File: config.mk
export PLATFORM = sky130hd
export DESIGN_NAME = sieve_ctrl
export DESIGN_NICKNAME = d
export VERILOG_FILES = /design/src/rtl/sieve_pkg.sv /design/src/rtl/sieve_ctrl_rd_valid_pipe.sv /design/src/rtl/sieve_ctrl.sv
export SDC_FILE = /design/constraint.sdc
export NUM_CORES = 1
export LEC_CHECK = 0
export ABC_AREA = 0
export BUFFER_PORTS_ARGS = -buffer_cell sky130_fd_sc_hd__buf_4
export CAP_MARGIN = 10
export CORE_ASPECT_RATIO = 1.5
export CORE_MARGIN = 2
export CORE_UTILIZATION = 45
export CTS_CLUSTER_DIAMETER = 80
export DETAILED_ROUTE_END_ITERATION = 16
export HOLD_SLACK_MARGIN = 0.02
export PLACE_DENSITY = 0.7
export SLEW_MARGIN = 40
export SYNTH_ARGS = -nofsm -noshare
export SYNTH_HDL_FRONTEND = slang
export SYNTH_SLANG_ARGS = --single-unit
File: constraint.sdc
create_clock -name clk -period 2.4 [get_ports clk]
set_clock_uncertainty 0.05 [all_clocks]
set_input_delay 0.24 -clock clk [delete_from_list [all_inputs] [get_ports clk]]
set_output_delay 0.24 -clock clk [all_outputs]
set_load 0.005 [all_outputs]
File: src/rtl/sieve_pkg.sv
// sieve_pkg: shared types and constants for the prime-bitmap sieve sequencer.
//   sieve_state_e  : sequencer states (also exported on the debug state port)
//   BIT_COMPOSITE  : bitmap value for a non-prime address
//   BIT_PRIME      : bitmap value for a prime address
//   *_DEF          : default bitmap geometry and RAM read latency
package sieve_pkg;

   typedef enum logic [2:0] {
      IDLE      = 3'd0,
      CLEAR     = 3'd1,
      MARK      = 3'd2,
      SEEK_RD   = 3'd3,
      SEEK_WAIT = 3'd4,
      SEEK_CHK  = 3'd5,
      DONE      = 3'd6
   } sieve_state_e;

   localparam logic BIT_COMPOSITE = 1'b1;
   localparam logic BIT_PRIME     = 1'b0;

   localparam int N_MAX_DEF      = 1000000;
   localparam int ADDR_W_DEF     = 20;
   localparam int SQRT_LIMIT_DEF = 1000;
   localparam int RD_LAT_DEF     = 2;

endpackage

File: src/rtl/sieve_ctrl_rd_valid_pipe.sv
// rd_valid_pipe: DEPTH-stage shift register tracking outstanding RAM reads.
//   clk, rstn  : clock, asynchronous active-low reset
//   flush      : synchronous clear of every stage (wins over valid_in)
//   valid_in   : a read was issued this cycle
//   pre_valid  : read data will be on the RAM output next cycle
//   valid_out  : read data is on the RAM output this cycle
// DEPTH must be at least 2 so that a one-cycle-early tap exists.
module rd_valid_pipe #(
   parameter int DEPTH = 2
) (
   input  logic clk,
   input  logic rstn,
   input  logic flush,
   input  logic valid_in,
   output logic pre_valid,
   output logic valid_out
);

   logic [DEPTH-1:0] stage_q;

   always_ff @(posedge clk or negedge rstn) begin
      if (!rstn) begin
         stage_q <= '0;
      end else if (flush) begin
         stage_q <= '0;
      end else begin
         stage_q <= {stage_q[DEPTH-2:0], valid_in};
      end
   end

   assign pre_valid = stage_q[DEPTH-2];
   assign valid_out = stage_q[DEPTH-1];

endmodule

File: src/rtl/sieve_ctrl.sv
// sieve_ctrl: Eratosthenes sieve sequencer for a 1-bit prime-bitmap RAM.
//   clk, rstn                 : clock, asynchronous active-low reset
//   start                     : one-cycle pulse, starts a run from IDLE or DONE
//   busy / done               : run in progress / bitmap complete
//   cur_prime                 : prime being marked; ends at the last seek address
//   ram_wr_*                  : RAM port A (writes, 1 = composite)
//   ram_rd_en/addr/data       : RAM port B (reads, RD_LAT cycles en -> data)
//   disp_req/addr             : display read request, honoured only in DONE
//   disp_gnt/data/valid       : display owns port B / returned read data
//   dbg_state                 : current sequencer state (sieve_state_e encoding)
//
// Display handshake: there is no back-pressure. Every cycle with disp_gnt and
// disp_req high is an accepted request; its disp_valid/disp_data appear exactly
// RD_LAT cycles later, one per request, in request order.
module sieve_ctrl
   import sieve_pkg::*;
#(
   parameter int N_MAX      = N_MAX_DEF,
   parameter int ADDR_W     = ADDR_W_DEF,
   parameter int SQRT_LIMIT = SQRT_LIMIT_DEF,
   parameter int RD_LAT     = RD_LAT_DEF
) (
   input  logic              clk,
   input  logic              rstn,
   input  logic              start,
   output logic              busy,
   output logic              done,
   output logic [ADDR_W-1:0] cur_prime,
   output logic              ram_wr_en,
   output logic              ram_wr_we,
   output logic [ADDR_W-1:0] ram_wr_addr,
   output logic              ram_wr_data,
   output logic              ram_rd_en,
   output logic [ADDR_W-1:0] ram_rd_addr,
   input  logic              ram_rd_data,
   input  logic              disp_req,
   input  logic [ADDR_W-1:0] disp_addr,
   output logic              disp_gnt,
   output logic              disp_data,
   output logic              disp_valid,
   output logic [2:0]        dbg_state
);

   // m carries one extra bit so m + p can run past N_MAX without wrapping.
   localparam logic [ADDR_W:0]   M_END   = (ADDR_W+1)'(N_MAX);
   localparam logic [ADDR_W:0]   M_LAST  = (ADDR_W+1)'(N_MAX - 1);
   localparam logic [ADDR_W:0]   M_ONE   = (ADDR_W+1)'(1);
   localparam logic [ADDR_W:0]   M_TWO   = (ADDR_W+1)'(2);
   localparam logic [ADDR_W:0]   M_FOUR  = (ADDR_W+1)'(4);
   localparam logic [ADDR_W-1:0] P_ONE   = ADDR_W'(1);
   localparam logic [ADDR_W-1:0] P_TWO   = ADDR_W'(2);
   localparam logic [ADDR_W-1:0] P_LIMIT = ADDR_W'(SQRT_LIMIT);

   sieve_state_e      state_q, state_d;
   logic [ADDR_W:0]   m_q, m_d;
   logic [ADDR_W-1:0] p_q, p_d;
   logic [ADDR_W-1:0] cp_q, cp_d;
   logic              gnt_q;

   logic              wr_en;
   logic [ADDR_W-1:0] wr_addr;
   logic              wr_data;
   logic              seek_rd;
   logic              pipe_flush;
   logic              pipe_pre_valid;
   logic              pipe_valid;

   always_ff @(posedge clk or negedge rstn) begin
      if (!rstn) begin
         state_q <= IDLE;
         m_q     <= '0;
         p_q     <= P_TWO;
         cp_q    <= P_TWO;
         gnt_q   <= 1'b0;
      end else begin
         state_q <= state_d;
         m_q     <= m_d;
         p_q     <= p_d;
         cp_q    <= cp_d;
         gnt_q   <= (state_d == DONE);
      end
   end

   always_comb begin
      state_d    = state_q;
      m_d        = m_q;
      p_d        = p_q;
      cp_d       = cp_q;
      wr_en      = 1'b0;
      wr_addr    = '0;
      wr_data    = BIT_PRIME;
      seek_rd    = 1'b0;
      pipe_flush = 1'b0;

      case (state_q)
         IDLE: begin
            if (start) begin
               m_d     = '0;
               state_d = CLEAR;
            end
         end

         // m doubles as the clear address; 0 and 1 are not primes.
         CLEAR: begin
            wr_en   = 1'b1;
            wr_addr = m_q[ADDR_W-1:0];
            wr_data = (m_q < M_TWO) ? BIT_COMPOSITE : BIT_PRIME;
            if (m_q == M_LAST) begin
               p_d     = P_TWO;
               m_d     = M_FOUR;
               state_d = MARK;
            end else begin
               m_d = m_q + M_ONE;
            end
         end

         MARK: begin
            if (m_q < M_END) begin
               wr_en   = 1'b1;
               wr_addr = m_q[ADDR_W-1:0];
               wr_data = BIT_COMPOSITE;
               m_d     = m_q + {1'b0, p_q};
            end else begin
               p_d     = p_q + P_ONE;
               state_d = SEEK_RD;
            end
         end

         // Past the square-root bound nothing is left to mark; the final
         // seek address is kept as cur_prime.
         SEEK_RD: begin
            if (p_q > P_LIMIT) begin
               cp_d    = p_q;
               state_d = DONE;
            end else begin
               seek_rd = 1'b1;
               state_d = SEEK_WAIT;
            end
         end

         // The read pipe tells us when the seek data lands next cycle.
         SEEK_WAIT: begin
            if (pipe_pre_valid) begin
               state_d = SEEK_CHK;
            end
         end

         SEEK_CHK: begin
            if (ram_rd_data == BIT_COMPOSITE) begin
               p_d     = p_q + P_ONE;
               state_d = SEEK_RD;
            end else begin
               cp_d    = p_q;
               m_d     = {p_q, 1'b0};
               state_d = MARK;
            end
         end

         DONE: begin
            if (start) begin
               m_d        = '0;
               pipe_flush = 1'b1;
               state_d    = CLEAR;
            end
         end

         default: begin
            state_d = IDLE;
         end
      endcase
   end

   // Port B belongs to the display only in DONE; otherwise only seek reads.
   assign ram_rd_en   = (state_q == DONE) ? disp_req  : seek_rd;
   assign ram_rd_addr = (state_q == DONE) ? disp_addr : (seek_rd ? p_q : '0);

   rd_valid_pipe #(
      .DEPTH (RD_LAT)
   ) u_rd_valid_pipe (
      .clk       (clk),
      .rstn      (rstn),
      .flush     (pipe_flush),
      .valid_in  (ram_rd_en),
      .pre_valid (pipe_pre_valid),
      .valid_out (pipe_valid)
   );

   assign ram_wr_en   = wr_en;
   assign ram_wr_we   = wr_en;
   assign ram_wr_addr = wr_addr;
   assign ram_wr_data = wr_data;

   assign busy       = (state_q != IDLE) && (state_q != DONE);
   assign done       = (state_q == DONE);
   assign cur_prime  = cp_q;
   assign disp_gnt   = gnt_q;
   assign disp_valid = pipe_valid && (state_q == DONE);
   assign disp_data  = disp_valid && ram_rd_data;
   assign dbg_state  = state_q;

endmodule
# [After elaboration in Yosys (flattened, before gate mapping)]
# Index checks and enable logic that the tools add are counted.
[totals] register_bits=67 word_cells=73 inputBits=25
[classes] n_addsub=3 eq_ne=16 reduce_logical=12 n_mux=33 n_lt_le_gt_ge=3
[op_table] operator="20-bit two-way mux" n=8
[op_table] operator="21-bit two-way mux" n=4
[op_table] operator="21-bit one-hot mux with 4 select lines" n=1
[op_table] operator="20-bit one-hot mux with 2 select lines" n=2
[op_table] operator="20-bit one-hot mux with 3 select lines" n=1
[op_table] operator="21-bit by 1-bit adder with 21-bit output (second input constant)" n=1
[op_table] operator="21-bit by 20-bit adder with 21-bit output" n=1
[op_table] operator="21-bit by 20-bit == test with 1-bit output (second input constant)" n=1
[op_table] operator="21-bit by 2-bit less-than comparator with 1-bit output (second input constant)" n=1
[op_table] operator="21-bit by 20-bit less-than comparator with 1-bit output (second input constant)" n=1
[op_table] operator="20-bit by 1-bit adder with 20-bit output (second input constant)" n=1
[op_table] operator="20-bit by 10-bit greater-than comparator with 1-bit output (second input constant)" n=1
[op_table] operator="3-bit one-hot mux with 6 select lines" n=1
[op_table] operator="3-bit == test (second input constant)" n=4
[op_table] operator="3-bit two-way mux" n=4
[op_table] operator="2-bit inequality test (second input constant)" n=6
[op_table] operator="1-bit two-way mux" n=8
[op_table] operator="4-bit AND reduction" n=2
[op_table] operator="3-bit by 2-bit == test with 1-bit output (second input constant)" n=2
[op_table] operator="3-bit nonzero test" n=2
[op_table] operator="2-bit two-way mux" n=2
[op_table] operator="1-bit one-hot mux with 2 select lines" n=2
[op_table] operator="4-bit nonzero test" n=1
[op_table] operator="3-bit by 1-bit == test with 1-bit output (second input constant)" n=1
[op_table] operator="other kinds (7)" n=9

# [Longest topological paths before layout]
[depth] depth_word=5 mapped_depth=9 ltp_nobuf=9

# [Modules after synthesis]
# Synthesis repeated with hierarchy kept, for this count alone.
[hier_totals] cells_unflattened=628 area_unflattened_um2=5210.0
[by_module_without_submodules] mod="sieve_ctrl" area_each_um2=5147.4 seq_area_each_um2=1629.1 instances=1 cells_per_inst=624
[by_module_without_submodules] mod="rd_valid_pipe" area_each_um2=62.6 seq_area_each_um2=50.0 instances=1 cells_per_inst=4

# [Least setup slack after synthesis]
# OpenSTA, ideal clock, no wires.
[synth_timing] kind="register -> output" start="register state_q[2] (netlist: dbg_state[2])" end="output port ram_wr_addr[0]" slack_ps=151 path_buffers=2 stages_incl_launch_ff=9 required_ps=2110 t_arrival_ps=1959 cell_sequence="dfrtp_1 > buf_2 > nor3b_4 > o211a_1 > a2bb2oi_2 > nand2_2 > nand2_1 > buf_2 > and2_1"
[synth_via] elab_chain_len=2
[synth_rtl] item="from (decl)" line="sieve_ctrl.sv:54" source="sieve_state_e state_q, state_d;"
[synth_rtl] item="from (signal assigned)" line="sieve_ctrl.sv:76" source="state_q <= state_d;"
[synth_rtl] item="3-bit by 2-bit == test with 1-bit output / 3-bit by 1-bit == test with 1-bit output (equally long branches)" line="sieve_ctrl.sv:95" source="case (state_q)"
[synth_rtl] item="20-bit one-hot mux with 2 select lines *" line="sieve_ctrl.sv:95"
[synth_rtl] item="to (decl)" line="sieve_ctrl.sv:31" source="output logic [ADDR_W-1:0] ram_wr_addr,"
# Every way passes the cells marked *; elsewhere a longest branch is shown, timed or not.

# [Worst setup path in the final report]
[layout_timing] start="register p_q[13]" end="output port ram_rd_addr[5]"
[layout_via] elab_chain_len=5
[layout_rtl] item="from (decl)" line="sieve_ctrl.sv:56" source="logic [ADDR_W-1:0] p_q, p_d;"
[layout_rtl] item="from (signal assigned)" line="sieve_ctrl.sv:78" source="p_q <= p_d;"
[layout_rtl] item="20-bit by 10-bit greater-than comparator with 1-bit output" line="sieve_ctrl.sv:132" source="if (p_q > P_LIMIT) begin"
[layout_rtl] item="1-bit two-way mux" line="sieve_ctrl.sv:132"
[layout_rtl] item="1-bit two-way mux" line="sieve_ctrl.sv:95"
[layout_rtl] item="20-bit two-way mux (2 in a row)" line="sieve_ctrl.sv:175" source="assign ram_rd_addr = (state_q == DONE) ? disp_addr : (seek_rd ? p_q : '0);"
[layout_rtl] item="to (decl)" line="sieve_ctrl.sv:34" source="output logic [ADDR_W-1:0] ram_rd_addr,"
# Every way passes these cells.

==> flow_summary_export.csv <==
group,metric,value,unit
yosys,postSynthCellCount,629,
clock_tree,cts_num_sinks,67,
final_layout,final_layout_size_suffix_gt1_frac,0.396,
timing,final_period_minus_worst_setup_slack,2.46,ns
global_route,via_count_of_the_first_global_routing_pass,5740,
placed_design,routabilityCongestion,0.947,
clock_tree,tritoncts.num_buffers,9,
placed_design,pre_cts_slack,-0.0668,ns
setup_path,r2r-end,"m_q[6]",
pwr,clockPowerShare,0.156,
setup_path,critical_path.top_delay_family,"simple AND/OR/NAND/NOR gates",
final_layout,fin_cells,970,
yosys,ys.flop_type,"sky130_fd_sc_hd__dfrtp_1",
drt,totalWireLength,19400,um
setup_path,critical_path_data_required_time,2.11,ns
drt,drtAntennaViolNets,0,
global_route,largest_net_degree_at_the_start_of_global_routing,68,
yosys,post_synth_instance_area,0.00529,mm^2
placed_design,post_dp_area,0.00673,mm^2
setup_path,number_of_gates_on_the_worst_path_with_buffers_counted,9,
floorplanning,num_rows,48,
drt,wl_per_cell,20.0,um
drt,firstDrtPassIters,5,
final_layout,most_common_library_cell_in_the_layout_ignoring_fill_and_taps,"sky130_fd_sc_hd__buf_4",
floorplanning,initial_core_util,0.461,
pwr,share_seq_of_total_power,0.222,
outcome,run_status,"finished with violations",
hold_path,hp-class,"input pin to flip-flop",
placed_design,port_buffers,96,
yosys,synth_top_cell_area_share,0.308,
pwr,ir_worst_vdd,654,uV
floorplanning,io_pins,97,
setup_path,path_cells,"nor4_4 -> nand3_2 -> a31oi_1 -> buf_4 -> nand2_4 -> nor2_4 -> clkbuf_16 -> a22o_1 -> buf_4",
clock_tree,clock_tree_from_tritoncts,"done",
yosys,async_reset_ff_frac,1.00,
yosys,postSynthRegisterBits,67,
timing,timing_hold_violations_final,0,
setup_path,worst_setup_path_endpoint,"ram_rd_addr[5]",
floorplanning,design.core.area,0.0115,mm^2
yosys,syn_avg_cell_area,8.40,um^2
floorplanning,chip_width,92.5,um
yosys,synth.yosys.warnings,0,
outcome,failed_checks,"setup timing",
timing,finalCritPeriodShare,1.02,
pwr,pwr_density_cell,1080,mW/mm^2
final_layout,antenna_cells,0,
setup_path,criticalPathCategory,"flip-flop to primary output",
final_layout,nets,864,
global_route,grtUsageTotal,0.297,
yosys,synth_area_leader_cell,"sky130_fd_sc_hd__dfrtp_1",
global_route,global_route_wire_length_before_repair,29400,um
job,cap_violations,0,
clock_tree,htree_num_levels,3,
timing,layout_setup_ws,-0.0581,ns
yosys,synthTopCellsByArea,"sky130_fd_sc_hd__dfrtp_1 31%, sky130_fd_sc_hd__ha_1 5.4%, sky130_fd_sc_hd__a21oi_1 4.7%",
setup_path,worst_path_most_repeated_cell,"sky130_fd_sc_hd__buf_4",
pwr,internal_power,4.55,mW
pwr,power.share.combinational,0.622,
pwr,power.share.switching,0.447,
setup_path,worst-r2r-setup-slack,0.03,ns
yosys,synth_edf_count,0,
placed_design,hpwl,14000,um
setup_path,category_of_the_worst_setup_path_launch_point,"flip-flop",
pwr,total_leakage_power,3.39,nW
yosys,synth.net_count,678,
floorplanning,die_h,137,um
final_layout,layout.filler_cells,938,
placed_design,numPlacedInstances,926,
final_layout,final_core_util,0.668,
clock_tree,clock_path_buffers,2,
setup_path,critical_path_peak_fanout,8,
global_route,antenna_found_initial,0,
clock_tree,clock_tree.root_cell,"sky130_fd_sc_hd__clkbuf_16",
setup_path,worst_path_max_delay_cell,"sky130_fd_sc_hd__dfrtp_1",
timing,rsz0062_at_grt,"yes",
timing,maximum_achievable_frequency,407,MHz
pwr,power_switching,3.69,mW
setup_path,max_stage_delay,0.53,ns
final_layout,finalInstanceArea,0.00766,mm^2
global_route,grt_overflow_total,0,
yosys,synth.yosys.seq_area_share,0.318,
clock_tree,clk_pin_slew,0.06,ns
setup_path,critical_path.startpoint,"p_q[13]",
yosys,synth.distinct_cells,70,
pwr,power,8.24,mW
drt,viasPerCell,6.14,
drt,num_vias,5954,
final_layout,syn_to_final_growth,45.0,%
final_layout,mostFrequentLayoutCells,"195 x sky130_fd_sc_hd__buf_4, 55 x sky130_fd_sc_hd__nand2_1, 54 x sky130_fd_sc_hd__dfrtp_1",
timing,final.setup.tns,-0.469,ns
setup_path,worst_r2r_startpoint,"p_q[0]",
setup_path,endpoint_kind,"primary output",
timing,drv_slew,0,
drt,detail_route.drc_violations,0,
floorplanning,floorplan.die_area,0.0126,mm^2
timing,hold_slack,0.199,ns
timing,max-slew-margin-rel,0.566,
setup_path,worstPathBufferInverterCount,3,
setup_path,r2r_cells,10,
setup_path,arrival,2.17,ns
timing,finish_stage_setup_viols,10,
clock_tree,clk-insertion-delay-late,0.34,ns
timing,tightestPinTransition,0.650,ns
drt,drtIter0Drc,387,
==> routing by layer <==
metal,global-route usage,share of wire
met5,0,0
met4,0.140,0.034
met1,0.366,0.40
met2,0.510,0.50
met3,0.0457,0.064
==> registers in the layout, summed over array words and instances (netlist names) <==
register,flops
dbg_state,3
p_q,20
disp_gnt,1
m_q,21
cur_prime,20
u_rd_valid_pipe.stage_q,2
==> worst min path at each step <==
| stage | from | depth (start not counted) | to |
|---|---|---|---|
| floorplan | rstn | 0 | cur_prime[0] |
| global placement | rstn | 1 | cur_prime[4] |
| detailed placement | rstn | 1 | cur_prime[4] |
| CTS | start | 3 | dbg_state[2] |
| global route | start | 3 | dbg_state[2] |
| finish | start | 3 | dbg_state[2] |
==> synth_stat cells, types with 6 or more instances <==
cell	n
sky130_fd_sc_hd__a21o_1	6
sky130_fd_sc_hd__a21oi_1	50
sky130_fd_sc_hd__a22o_1	12
sky130_fd_sc_hd__a31oi_1	20
sky130_fd_sc_hd__and2_1	17
sky130_fd_sc_hd__and3_1	18
sky130_fd_sc_hd__buf_2	13
sky130_fd_sc_hd__clkbuf_1	21
sky130_fd_sc_hd__dfrtp_1	65
sky130_fd_sc_hd__ha_1	23
sky130_fd_sc_hd__inv_1	18
sky130_fd_sc_hd__mux2_2	20
sky130_fd_sc_hd__nand2_1	59
sky130_fd_sc_hd__nand2b_1	13
sky130_fd_sc_hd__nand3_1	20
sky130_fd_sc_hd__nand4_1	13
sky130_fd_sc_hd__nor2_1	34
sky130_fd_sc_hd__nor3_1	14
sky130_fd_sc_hd__nor4_1	8
sky130_fd_sc_hd__o211ai_1	11
sky130_fd_sc_hd__o21a_1	10
sky130_fd_sc_hd__o21ai_0	45
sky130_fd_sc_hd__o31ai_1	7
sky130_fd_sc_hd__or4_1	6
sky130_fd_sc_hd__xnor2_1	13
==> layout make-up <==
cell class	count	area [um^2]	share of cell area
Multi-Input combinational cell	505	3690	0.482
Timing Repair Buffer	214	1730	0.226
Sequential cell	67	1690	0.221
Clock buffer	10	239	0.0312
Tap cell	150	188	0.0245
Inverter	18	70.1	0.00915
Clock inverter	6	46.3	0.00604
==> logic make-up after synthesis <==
group,share of synthesized area
xor+xnor,0.0249
flops,0.318
buf+inv,0.0466
simple gates,0.241
fa+ha+maj,0.0582
mux,0.0502
compound gates,0.261
==> repair_timing <==
action	in CTS	in global routing
cloned	0	1
endpoints found under the hold margin	65	0
pin swaps	5	34
buffers inserted	12	17
setup endpoints to repair	36	74
hold buffers	1	0
resized for setup	25	77
==> power by group through the flow <==
stage | sequential (mW) | clock [mW] | combinational (mW)
2_1_floorplan | 1.76 | 0 | 2.50
3_3_place_gp | 1.77 | 0 | 4.33
3_5_place_dp | 1.79 | 0 | 4.39
4_1_cts | 1.78 | 1.29 | 4.60
5_1_grt | 1.86 | 1.35 | 5.52
6_report | 1.83 | 1.29 | 5.13
==> worst register-to-register path: stages, from the launching register on <==
cell	delay (ns)
sky130_fd_sc_hd__dfrtp_1	0.39
sky130_fd_sc_hd__buf_4	0.14
sky130_fd_sc_hd__ha_4	0.15
sky130_fd_sc_hd__inv_2	0.06
sky130_fd_sc_hd__fa_2	0.21
sky130_fd_sc_hd__nor2b_2	0.05
sky130_fd_sc_hd__o31a_1	0.38
sky130_fd_sc_hd__o21a_1	0.22
sky130_fd_sc_hd__or3_1	0.31
sky130_fd_sc_hd__a31oi_2	0.20
sky130_fd_sc_hd__o21ai_0	0.09
(Power assumes the default switching activity.)
